### config.mk
export PLATFORM = sky130hd
export DESIGN_NAME = cpu_controller
export DESIGN_NICKNAME = d
export VERILOG_FILES = /design/src/rtl/cpu_controller.sv
export SDC_FILE = /design/constraint.sdc
export NUM_CORES = 1
export LEC_CHECK = 0
export ABC_AREA = 1
export BUFFER_PORTS_ARGS = -buffer_cell sky130_fd_sc_hd__buf_2
export CAP_MARGIN = 15
export CORE_MARGIN = 5
export CORE_UTILIZATION = 25
export DETAILED_ROUTE_END_ITERATION = 6
export PLACE_DENSITY = 0.49
export SYNTH_ARGS = -nofsm -noshare
export SYNTH_HDL_FRONTEND = slang
export SYNTH_SLANG_ARGS = --single-unit
### constraint.sdc
create_clock -name clk -period 1.25 [get_ports clk]
set_input_delay 0.125 -clock clk [delete_from_list [all_inputs] [get_ports clk]]
set_output_delay 0.125 -clock clk [all_outputs]
set_load 0.01 [all_outputs]
### src/rtl/cpu_controller.sv
// cpu_controller: 8-phase instruction sequencer for the RISC-CPU.
// Generates the memory strobes, the address-mux select and the
// IR/PC/accumulator load and increment strobes. Each instruction takes
// eight clocks. The opcode is IR[7:5], and the operand address is IR[4:0].
//
// Optional feature: define CPU_CONTROLLER_SINGLE_STEP_EN to add a `step`
// input. The controller then parks in phase 0 after reset and after every
// instruction. It leaves phase 0 only on a clock where step=1 and enable=1.
//
// Strobe semantics: every output is a level decoded combinationally from
// the current phase, opcode and zero. Consumers act on the level during
// the cycle, and there is no handshake back into this block. The `phase`
// output is the FSM state, exposed for debug and checkers.

module cpu_controller #(
    parameter bit HALT_STICKY = 1'b1
) (
    input  logic       clk,
    input  logic       rst_n,
    input  logic       enable,
`ifdef CPU_CONTROLLER_SINGLE_STEP_EN
    input  logic       step,
`endif
    input  logic [2:0] opcode,
    input  logic       zero,
    output logic       sel,
    output logic       read_en,
    output logic       write_en,
    output logic       ld_ir,
    output logic       inc_pc,
    output logic       ld_pc,
    output logic       ld_ac,
    output logic       data_e,
    output logic       halt,
    output logic [2:0] phase
);

    typedef enum logic [2:0] {
        PH_INST_ADDR  = 3'd0,
        PH_INST_FETCH = 3'd1,
        PH_INST_LOAD  = 3'd2,
        PH_IDLE       = 3'd3,
        PH_OP_ADDR    = 3'd4,
        PH_OP_FETCH   = 3'd5,
        PH_ALU_OP     = 3'd6,
        PH_STORE      = 3'd7
    } phase_t;

    localparam logic [2:0] OP_HLT = 3'b000;
    localparam logic [2:0] OP_SKZ = 3'b001;
    localparam logic [2:0] OP_ADD = 3'b010;
    localparam logic [2:0] OP_AND = 3'b011;
    localparam logic [2:0] OP_XOR = 3'b100;
    localparam logic [2:0] OP_LDA = 3'b101;
    localparam logic [2:0] OP_STO = 3'b110;
    localparam logic [2:0] OP_JMP = 3'b111;

    phase_t phase_q, phase_d;
    logic   halted_q, halted_d;
    logic   advance;

    logic is_hlt, is_skz, is_sto, is_jmp, is_aluop;

    assign is_hlt   = (opcode == OP_HLT);
    assign is_skz   = (opcode == OP_SKZ);
    assign is_sto   = (opcode == OP_STO);
    assign is_jmp   = (opcode == OP_JMP);
    assign is_aluop = (opcode == OP_ADD) || (opcode == OP_AND) ||
                      (opcode == OP_XOR) || (opcode == OP_LDA);

    // State register: reset is asynchronous so it can abort an instruction mid-flight.
    always_ff @(posedge clk or negedge rst_n) begin
        if (!rst_n) begin
            phase_q  <= PH_INST_ADDR;
            halted_q <= 1'b0;
        end else begin
            phase_q  <= phase_d;
            halted_q <= halted_d;
        end
    end

    // Next-state logic: advance one phase per enabled clock. A sticky halt freezes phase 4.
    always_comb begin
        phase_d  = phase_q;
        halted_d = halted_q;
        advance  = enable && !halted_q;
`ifdef CPU_CONTROLLER_SINGLE_STEP_EN
        // Phase 0 is entered only from reset or the 7->0 wrap, so gating
        // here covers both parking points.
        if (phase_q == PH_INST_ADDR && !step) begin
            advance = 1'b0;
        end
`endif
        if (advance) begin
            if (HALT_STICKY && phase_q == PH_OP_ADDR && is_hlt) begin
                // Phase stays at 4. The PC has already been incremented once in this phase.
                halted_d = 1'b1;
            end else begin
                phase_d = phase_t'(phase_q + 3'd1);
            end
        end
    end

    // Output decode: the strobes for each phase. A halted controller raises only halt.
    always_comb begin
        sel      = 1'b0;
        read_en  = 1'b0;
        write_en = 1'b0;
        ld_ir    = 1'b0;
        inc_pc   = 1'b0;
        ld_pc    = 1'b0;
        ld_ac    = 1'b0;
        data_e   = 1'b0;
        halt     = 1'b0;
        if (halted_q) begin
            halt = 1'b1;
        end else begin
            case (phase_q)
                PH_INST_ADDR: begin
                    sel = 1'b1;
                end
                PH_INST_FETCH: begin
                    sel     = 1'b1;
                    read_en = 1'b1;
                end
                PH_INST_LOAD, PH_IDLE: begin
                    sel     = 1'b1;
                    read_en = 1'b1;
                    ld_ir   = 1'b1;
                end
                PH_OP_ADDR: begin
                    inc_pc = 1'b1;
                    halt   = is_hlt;
                end
                PH_OP_FETCH: begin
                    read_en = is_aluop;
                end
                PH_ALU_OP: begin
                    // data_e rises one cycle ahead of write_en so the bus is
                    // settled before the level-sensitive memory write.
                    read_en = is_aluop;
                    inc_pc  = is_skz && zero;
                    ld_pc   = is_jmp;
                    data_e  = is_sto;
                end
                PH_STORE: begin
                    read_en  = is_aluop;
                    ld_ac    = is_aluop;
                    inc_pc   = is_jmp;
                    ld_pc    = is_jmp;
                    data_e   = is_sto;
                    write_en = is_sto;
                end
                default: begin
                    sel = 1'b1;
                end
            endcase
        end
    end

    assign phase = phase_q;

endmodule
# ---- After elaboration in Yosys (flattened, before gate mapping)
# Index checks and enable logic that the tools add are counted.
dict set report classes {
  n_addsub 1
  bitwise_logic 1
  reduce_logical 16
  n_eq_ne 14
  mux 18
}
# cell n
set op_table {}
lappend op_table {{$eq 3x3->1 const B} 8}
lappend op_table {{$mux 1} 16}
lappend op_table {{$eq 3x2->1 const B} 4}
lappend op_table {{$eq 3x1->1 const B} 2}
lappend op_table {{$logic_not 3->1} 2}
lappend op_table {{$reduce_or 3->1} 2}
lappend op_table {{$reduce_and 2->1} 2}
lappend op_table {{$reduce_or 2->1} 2}
lappend op_table {{$reduce_or 4->1} 1}
lappend op_table {{$add 3x1->3 const B} 1}
lappend op_table {{$logic_and 1x1->1} 3}
lappend op_table {{$logic_or 1x1->1} 3}
lappend op_table {{$pmux 1 s3} 1}
lappend op_table {{$pmux 1 s2} 1}
lappend op_table {{$logic_not 1->1} 1}
lappend op_table {{$not 1->1} 1}
dict set report totals {
  word_cells 52
  output_inout_bits 12
  register_bits 4
}

# ---- Logic depth before layout (Yosys ltp)
# Gate-level depths: netlist of the first run.
dict set report depth {
  word_depth 6
  mapped_depth 8
  mapped_depth_nobuf 8
}

# ---- Least setup slack after synthesis of the first run
# No wires, ideal clock.
dict set report synth_path {
  path_kind {register to output}
  start {reg phase_q[1], in the netlist phase[1]}
  end {out ld_ac}
  n_path_buf 0
  t_required_ns 1.125
  slack_ns -0.006
  stages_incl_launch_ff 5
  t_arrival_ns 1.131
  cell_sequence {dfrtp_1 -> ha_1 -> ha_1 -> inv_1 -> nor3_1}
}
dict set report synth_via {
  elab_chain_cells 3
}
# item line
set synth_lines {}
lappend synth_lines {{start, declared} 58} ;# phase_t phase_q, phase_d;
lappend synth_lines {{start signal, assigned} 77} ;# phase_q <= phase_d;
lappend synth_lines {{$eq 3x3->1} 118} ;# case (phase_q)
lappend synth_lines {{$mux 1} 118}
lappend synth_lines {{$mux 1} 115} ;# if (halted_q) begin
lappend synth_lines {{end, declared} 32} ;# output logic ld_ac,
# No other way between the ends.

# ---- Worst setup path after layout of the first run
dict set report layout_path {
  start {reg phase_q[0], in the netlist phase[0]}
  end {out halt}
}
dict set report layout_via {
  elab_chain_cells 3
}
# item line
set layout_lines {}
lappend layout_lines {{$eq 3x3->1} 118}
lappend layout_lines {{$mux 1} 118}
lappend layout_lines {{$mux 1} 115}
lappend layout_lines {{end, declared} 34} ;# output logic halt,
# No other way between the ends.

==> flow_summary.toml, run 1 <==
[synthesis]
yosys.area_share.simple = 0.476
synth_top_area_frac = 0.252
synth-edff-count = 0
synth_top_family_by_area = "simple AND/OR/NAND/NOR gates"
ys_seq_area_frac = 0.252
synth-adder-area-share = 0.158
synth_seq_cells = 4
syn-cell-area_um2 = 397
avgSynthCellArea_um2 = 7.63
synth_fp_nets = 64
yosysTopAreaCell = "dfrtp_1"
ys_async_sr_fraction = 1.00
synthMostInstantiatedCell = "nand2_1"
yosysUniqueCellTypes = 19
syn_inst = 52
synth-xor-area-share = 0.0221
synthTopCellsByArea = "dfrtp_1 (25%), ha_1 (16%), nand2_1 (13%), nand4_1 (6.3%), nor3_1 (6.3%)"
ys.warnings.count = 0
netlist_top_cells_count = "nand2_1 (14), ha_1 (5), nor3_1 (5)"
synth.area.mux_share = 0
synth_ff_type = "dfrtp_1"
synth_compound_area_frac = 0.0252

[floorplanning]
rows = 14
initial_core_util = 0.263
die_h_um = 49.8
dieArea_mm2 = 0.00248
core_mm2 = 0.00151
io_pins = 19
die_w_um = 49.8

[placement]
dpl_worst_slack_ps = -54.3
dpl.cell_count = 92
place_congestion = 0.727
hpwlAfterDp_um = 871
port_buffers = 18

[routing]
viasPerCell = 4.56
dr.pass1.iters = 4
wire_per_inst_um = 11.6
route.detailed.drc = 0
wl_um = 1180
vias = 461
postRouteAntennaNets = 0
first_iter_violations = 12

[timing]
skew_ps = 2.13
period_needed_ps = 1540
fmax_mhz = 649
finalCritPeriodShare = 1.23
finalMaxSlewViolations = 0
max_slew_margin = 0.782
hold_viol_final = 0
layout_setup_ws_ps = -290
rsz0062_at_grt = "true"
setup_viol = 9
worstMarginPinSlew_ps = 327
setup_tns_ps = -1120

[global_routing]
antenna_found_initial = 0
grt_pass1_wl_um = 1740
grt_max_degree = 9
grt_usage = 0.0880
grt_pass1_vias = 433
overflow = 0

[setup_path]
path_buf_inv = 2
crit_path_end_kind = "output port"
setup.worst_path.start_class = "flip-flop"
slowest_stage = "dfrtp_1"
crit_start = "phase[0]"
critPathTopFamily = "flip-flops"
worst-r2r-cell-count = 7
cp.arrival_ps = 1420
worst_ep_required_time_ps = 1120
worst-path-stages = 7
r2r-start = "phase[0]"
cp_cell_sequence = "inv_2 > ha_1 > nand2_2 > nor2_4 > nand2_4 > nand2_1 > buf_2"
path_class = "flip-flop to output port"
critPathMaxStageDelay_ps = 420
crit_path_max_fanout = 5

[layout]
antenna_cells = 0
finalNetCount = 98
fin_cells = 101
fill_cells = 163
layout-drive-gt1-share = 0.576
final_util = 0.453
area_growth_pct = 71.9

[min_path]
hold_path.class = "primary input to flip-flop"
min-delay-start = "enable"
hold_depth = 3

[power_and_ir_drop]
p_per_area_mw_per_mm2 = 492
leakage_nw = 0.331
vdd_ir_drop_max_mv = 0.484

[job]
max-cap-violations = 0

[outcome]
outcome = "finished with violations"
violations = "negative setup slack"

[clock_tree]
htreeDepth = 1
clk_pin_slew_ps = 40
cts_inserted_buffers = 3
clk_latency_ps = 230
cts_buffer_depth = 2
clock-sinks = 4
cts_tree = "built"
root_buffer = "clkbuf_4"
## cells by family (layout without fill, tap and decap cells)
group | count (synthesis) | in the layout
adder cells (fa/ha/maj) | 5 | 5
AND/OR/NAND/NOR | 35 | 35
buffers and inverters | 5 | 38
AO/OA/AOI/OAI | 2 | 2
flip-flops | 4 | 4
XOR/XNOR | 1 | 1
## worst paths after layout
path	slack (ps)	to
setup / recovery	-290	halt
hold / removal	210	halted_q
setup reg to reg	-20	phase[2]
hold reg to reg	700	phase[0]
max in group asynchronous	890	phase[2]
min in group asynchronous	230	phase[0]
## per-layer routing
metal | GRT usage | vias to the layer above | part of all wire | wire, um
li1 | - | 240 | - | -
met2 | 0.146 | 13 | 0.47 | 553
met3 | 0.0151 | 0 | 0.068 | 80
met4 | 0.0524 | 0 | 0 | 0
met1 | 0.104 | 208 | 0.46 | 542
met5 | 0 | - | 0 | 0
## worst reg2reg max path, cell delays in order (launching register included)
cell	delay, ps
dfrtp_1	420
inv_2	120
ha_1	170
nand2_2	80
nor2_4	120
nand2_4	80
nand4_1	90
nand2_1	60
## placed cells by master, fill, tap and decap left out, drive strengths merged
| cell | synthesis | layout |
|---|---|---|
| buf | 1 | 29 |
| nand2 | 16 | 16 |
| nor3 | 5 | 5 |
| nor2 | 5 | 5 |
| ha | 5 | 5 |
| nand4 | 4 | 4 |
| nand3 | 4 | 4 |
| clkbuf | 0 | 4 |
| inv | 4 | 4 |
| dfrtp | 4 | 4 |
| nand3b | 1 | 1 |
| xnor2 | 1 | 1 |
| o21ai | 1 | 1 |
| a21oi | 1 | 1 |
| dlygate4sd3 | 0 | 1 |
## final cells by class
| cell class | count | area [um^2] | share of cell area |
|---|---|---|---|
| Sequential cell | 4 | 103 | 0.150 |
| Clock buffer | 4 | 26.3 | 0.0385 |
| Inverter | 4 | 17.5 | 0.0257 |
| Timing Repair Buffer | 30 | 190 | 0.279 |
| Tap cell | 16 | 20.0 | 0.0294 |
| Multi-Input combinational cell | 43 | 325 | 0.477 |
## repair_timing
action | CTS | global route
hold endpoints to repair | 4 | 0
gates resized for setup | 7 | 10
setup endpoints to repair | 8 | 12
pin swaps | 3 | 4
setup buffers | 3 | 1
hold buffers | 1 | 0
## registers in the layout (all words and copies together), names as in the netlist
name,flops
phase,3
halted_q,1
## report_power, final
group	leakage (nW)	switching (W)	internal (W)	total, W
Clock	0.0150	0.0000518	0.000120	0.000172
Combinational	0.269	0.0000206	0.0000131	0.0000337
Sequential	0.0473	0	0.000130	0.000130
Total	0.331	0.0000724	0.000263	0.000335
## stage by stage
step / hold slack (ps) / area, um^2 / total power (W)
finish: 209 / 682 / 0.000335
global route: 222 / 682 / 0.000356
CTS: 208 / 622 / 0.000340
detailed placement: -68.2 / 549 / 0.000162
global placement: -68.5 / 549 / 0.000162
floorplan: -171 / 398 / 0.000140
(Power assumes the default switching activity.)
==> run 2: changes to the inputs <==
--- a/config.mk
+++ b/config.mk
@@ -12,6 +12,7 @@
 export CORE_UTILIZATION = 25
 export DETAILED_ROUTE_END_ITERATION = 6
 export PLACE_DENSITY = 0.49
+export SETUP_SLACK_MARGIN = 0.2
 export SYNTH_ARGS = -nofsm -noshare
 export SYNTH_HDL_FRONTEND = slang
 export SYNTH_SLANG_ARGS = --single-unit
==> run 2 against run 1 <==
  * The run still ends with negative setup slack left
  * Critical path type unchanged
  * Wire length fell by 9.0%
  * Global-route usage rose by 0.55 points
  * Register-to-register slack improved by 50 ps
  * Sequential cell count did not move
  * Clock skew rose by 0.82 ps
  * Final area fell by 1.8%
  * Die area did not move
  * Non-clock buffer count fell by 1
  * Combinational power rose by 1%
==> flow_summary.toml, run 2 (same netlist as run 1, synthesis figures left out) <==
[clock_tree]
cts_tree = "built"
root_buffer = "clkbuf_4"
cts_buffer_depth = 2
clock-sinks = 4
clk_pin_slew_ps = 40
clk_latency_ps = 230
cts_inserted_buffers = 3
htreeDepth = 1

[layout]
area_growth_pct = 68.8
final_util = 0.444
layout-drive-gt1-share = 0.602
fill_cells = 170
antenna_cells = 0
finalNetCount = 97
seqCellArea_um2 = 104
postLayoutCellArea_um2 = 669
multi_input_area_um2 = 315
final_cell_mix = "buf_2 (17), nand2_1 (14), buf_4 (7)"
largest_reg_flops = 3
final_common_cell = "buf_2"

[timing]
period_needed_ps = 1510
layout_setup_ws_ps = -257
skew_ps = 2.94
fmax_mhz = 663
setup_viol = 5
worstMarginPinSlew_ps = 215
finalCritPeriodShare = 1.21
finalMaxSlewViolations = 0
max_slew_margin = 0.855
rsz0062_at_grt = "true"
hold_viol_final = 0

[job]
max-cap-violations = 0

[setup_path]
critPathMaxStageDelay_ps = 420
cp.arrival_ps = 1380
setup.worst_path.start_class = "flip-flop"
path_class = "flip-flop to output port"
worst_ep_required_time_ps = 1120
crit_path_max_fanout = 3
crit_start = "phase[0]"
r2r-start = "phase[1]"
cp_cell_sequence = "ha_2 > ha_4 > nand4_1 > nand3_1 > nand2_1 > nor2_2 > buf_2"
slowest_stage = "dfrtp_2"
crit_path_end_kind = "output port"
path_buf_inv = 1
critPathTopFamily = "flip-flops"
worst-path-stages = 7
worst-r2r-cell-count = 7

[power_and_ir_drop]
swShare = 0.224
leakage_nw = 0.320
p_seq_frac = 0.403
combPwrFrac = 0.105
clkPwrFrac = 0.492
power_w = 0.000323
p_int_w = 0.000251
p_per_area_mw_per_mm2 = 483
vdd_ir_drop_max_mv = 0.349
switchingPower_w = 0.0000725

[min_path]
hold_path.class = "primary input to flip-flop"
hold_depth = 3
min-delay-start = "enable"

[floorplanning]
die_h_um = 49.8
io_pins = 19
rows = 14
core_mm2 = 0.00151
dieArea_mm2 = 0.00248
initial_core_util = 0.263
die_w_um = 49.8

[routing]
wire_per_inst_um = 10.8
postRouteAntennaNets = 0
vias = 466
first_iter_violations = 1
wl_um = 1070
dr.pass1.iters = 2
route.detailed.drc = 0
viasPerCell = 4.71

[global_routing]
antenna_found_initial = 0
grt_pass1_wl_um = 1830
overflow = 0
grt_max_degree = 8
grt_usage = 0.0935
grt_pass1_vias = 435

[placement]
port_buffers = 18
place_congestion = 0.711
place_area_um2 = 568
hpwlAfterDp_um = 866

[outcome]
outcome = "finished with violations"
violations = "negative setup slack"
run 2: layout make-up:
class,count,share of cell area
Sequential cell,4,0.155
Inverter,4,0.0224
Multi-Input combinational cell,43,0.471
Tap cell,16,0.0299
Clock buffer,3,0.0336
Timing Repair Buffer,29,0.288
run 2: routing by layer:
layer  up-vias  GRT usage  routed length (um)
met5         -          0                   0
met4         0     0.0524                   8
met3         2     0.0301                  60
met2        14      0.136                 510
met1       209      0.120                 491
li1        241          -                   -
run 2: what timing repair did:
item | in CTS | in global routing
gates resized for setup | 8 | 2
setup endpoints to repair | 16 | 16
hold endpoints to repair | 4 | 0
cloned | 0 | 0
hold buffers | 1 | 0
buffers inserted | 3 | 1
pin swaps | 3 | 1
run 2: worst register-to-register path, delay by kind of cell (launching register included):
kind	cells	cell delay, ps
adder cells (fa/ha/maj)	1	160
flip-flops	1	420
AND/OR/NAND/NOR	5	450
buffers and inverters	1	80
run 2: metrics by stage:
| step | setup WS (ps) | hold slack, ps | TNS [ps] | cells |
|---|---|---|---|---|
| 4_1_cts | -266 | 202 | -1050 | 98 |
| 6_report | -257 | 206 | -1020 | 99 |
| 5_1_grt | -389 | 222 | -1730 | 99 |
| 3_3_place_gp | -21.2 | -66.6 | -21.2 | 91 |
| 2_1_floorplan | 67.3 | -171 | 0 | 52 |
| 3_5_place_dp | -35.8 | -63.0 | -35.8 | 91 |
run 2: worst paths after layout:
check,endpoint,slack [ps]
setup / recovery,inc_pc,-260
hold reg to reg,halted_q,600
hold / removal,phase[1],210
setup reg to reg,phase[2],30
min in group asynchronous,halted_q,240
max in group asynchronous,phase[0],870
run 2: power groups by stage:
stage | Sequential, W | Combinational, W | Clock (W)
finish | 0.000130 | 0.0000341 | 0.000159
global route | 0.000130 | 0.0000376 | 0.000173
CTS | 0.000130 | 0.0000340 | 0.000165
detailed placement | 0.000132 | 0.0000316 | 0
global placement | 0.000132 | 0.0000313 | 0
floorplan | 0.000132 | 0.00000968 | 0
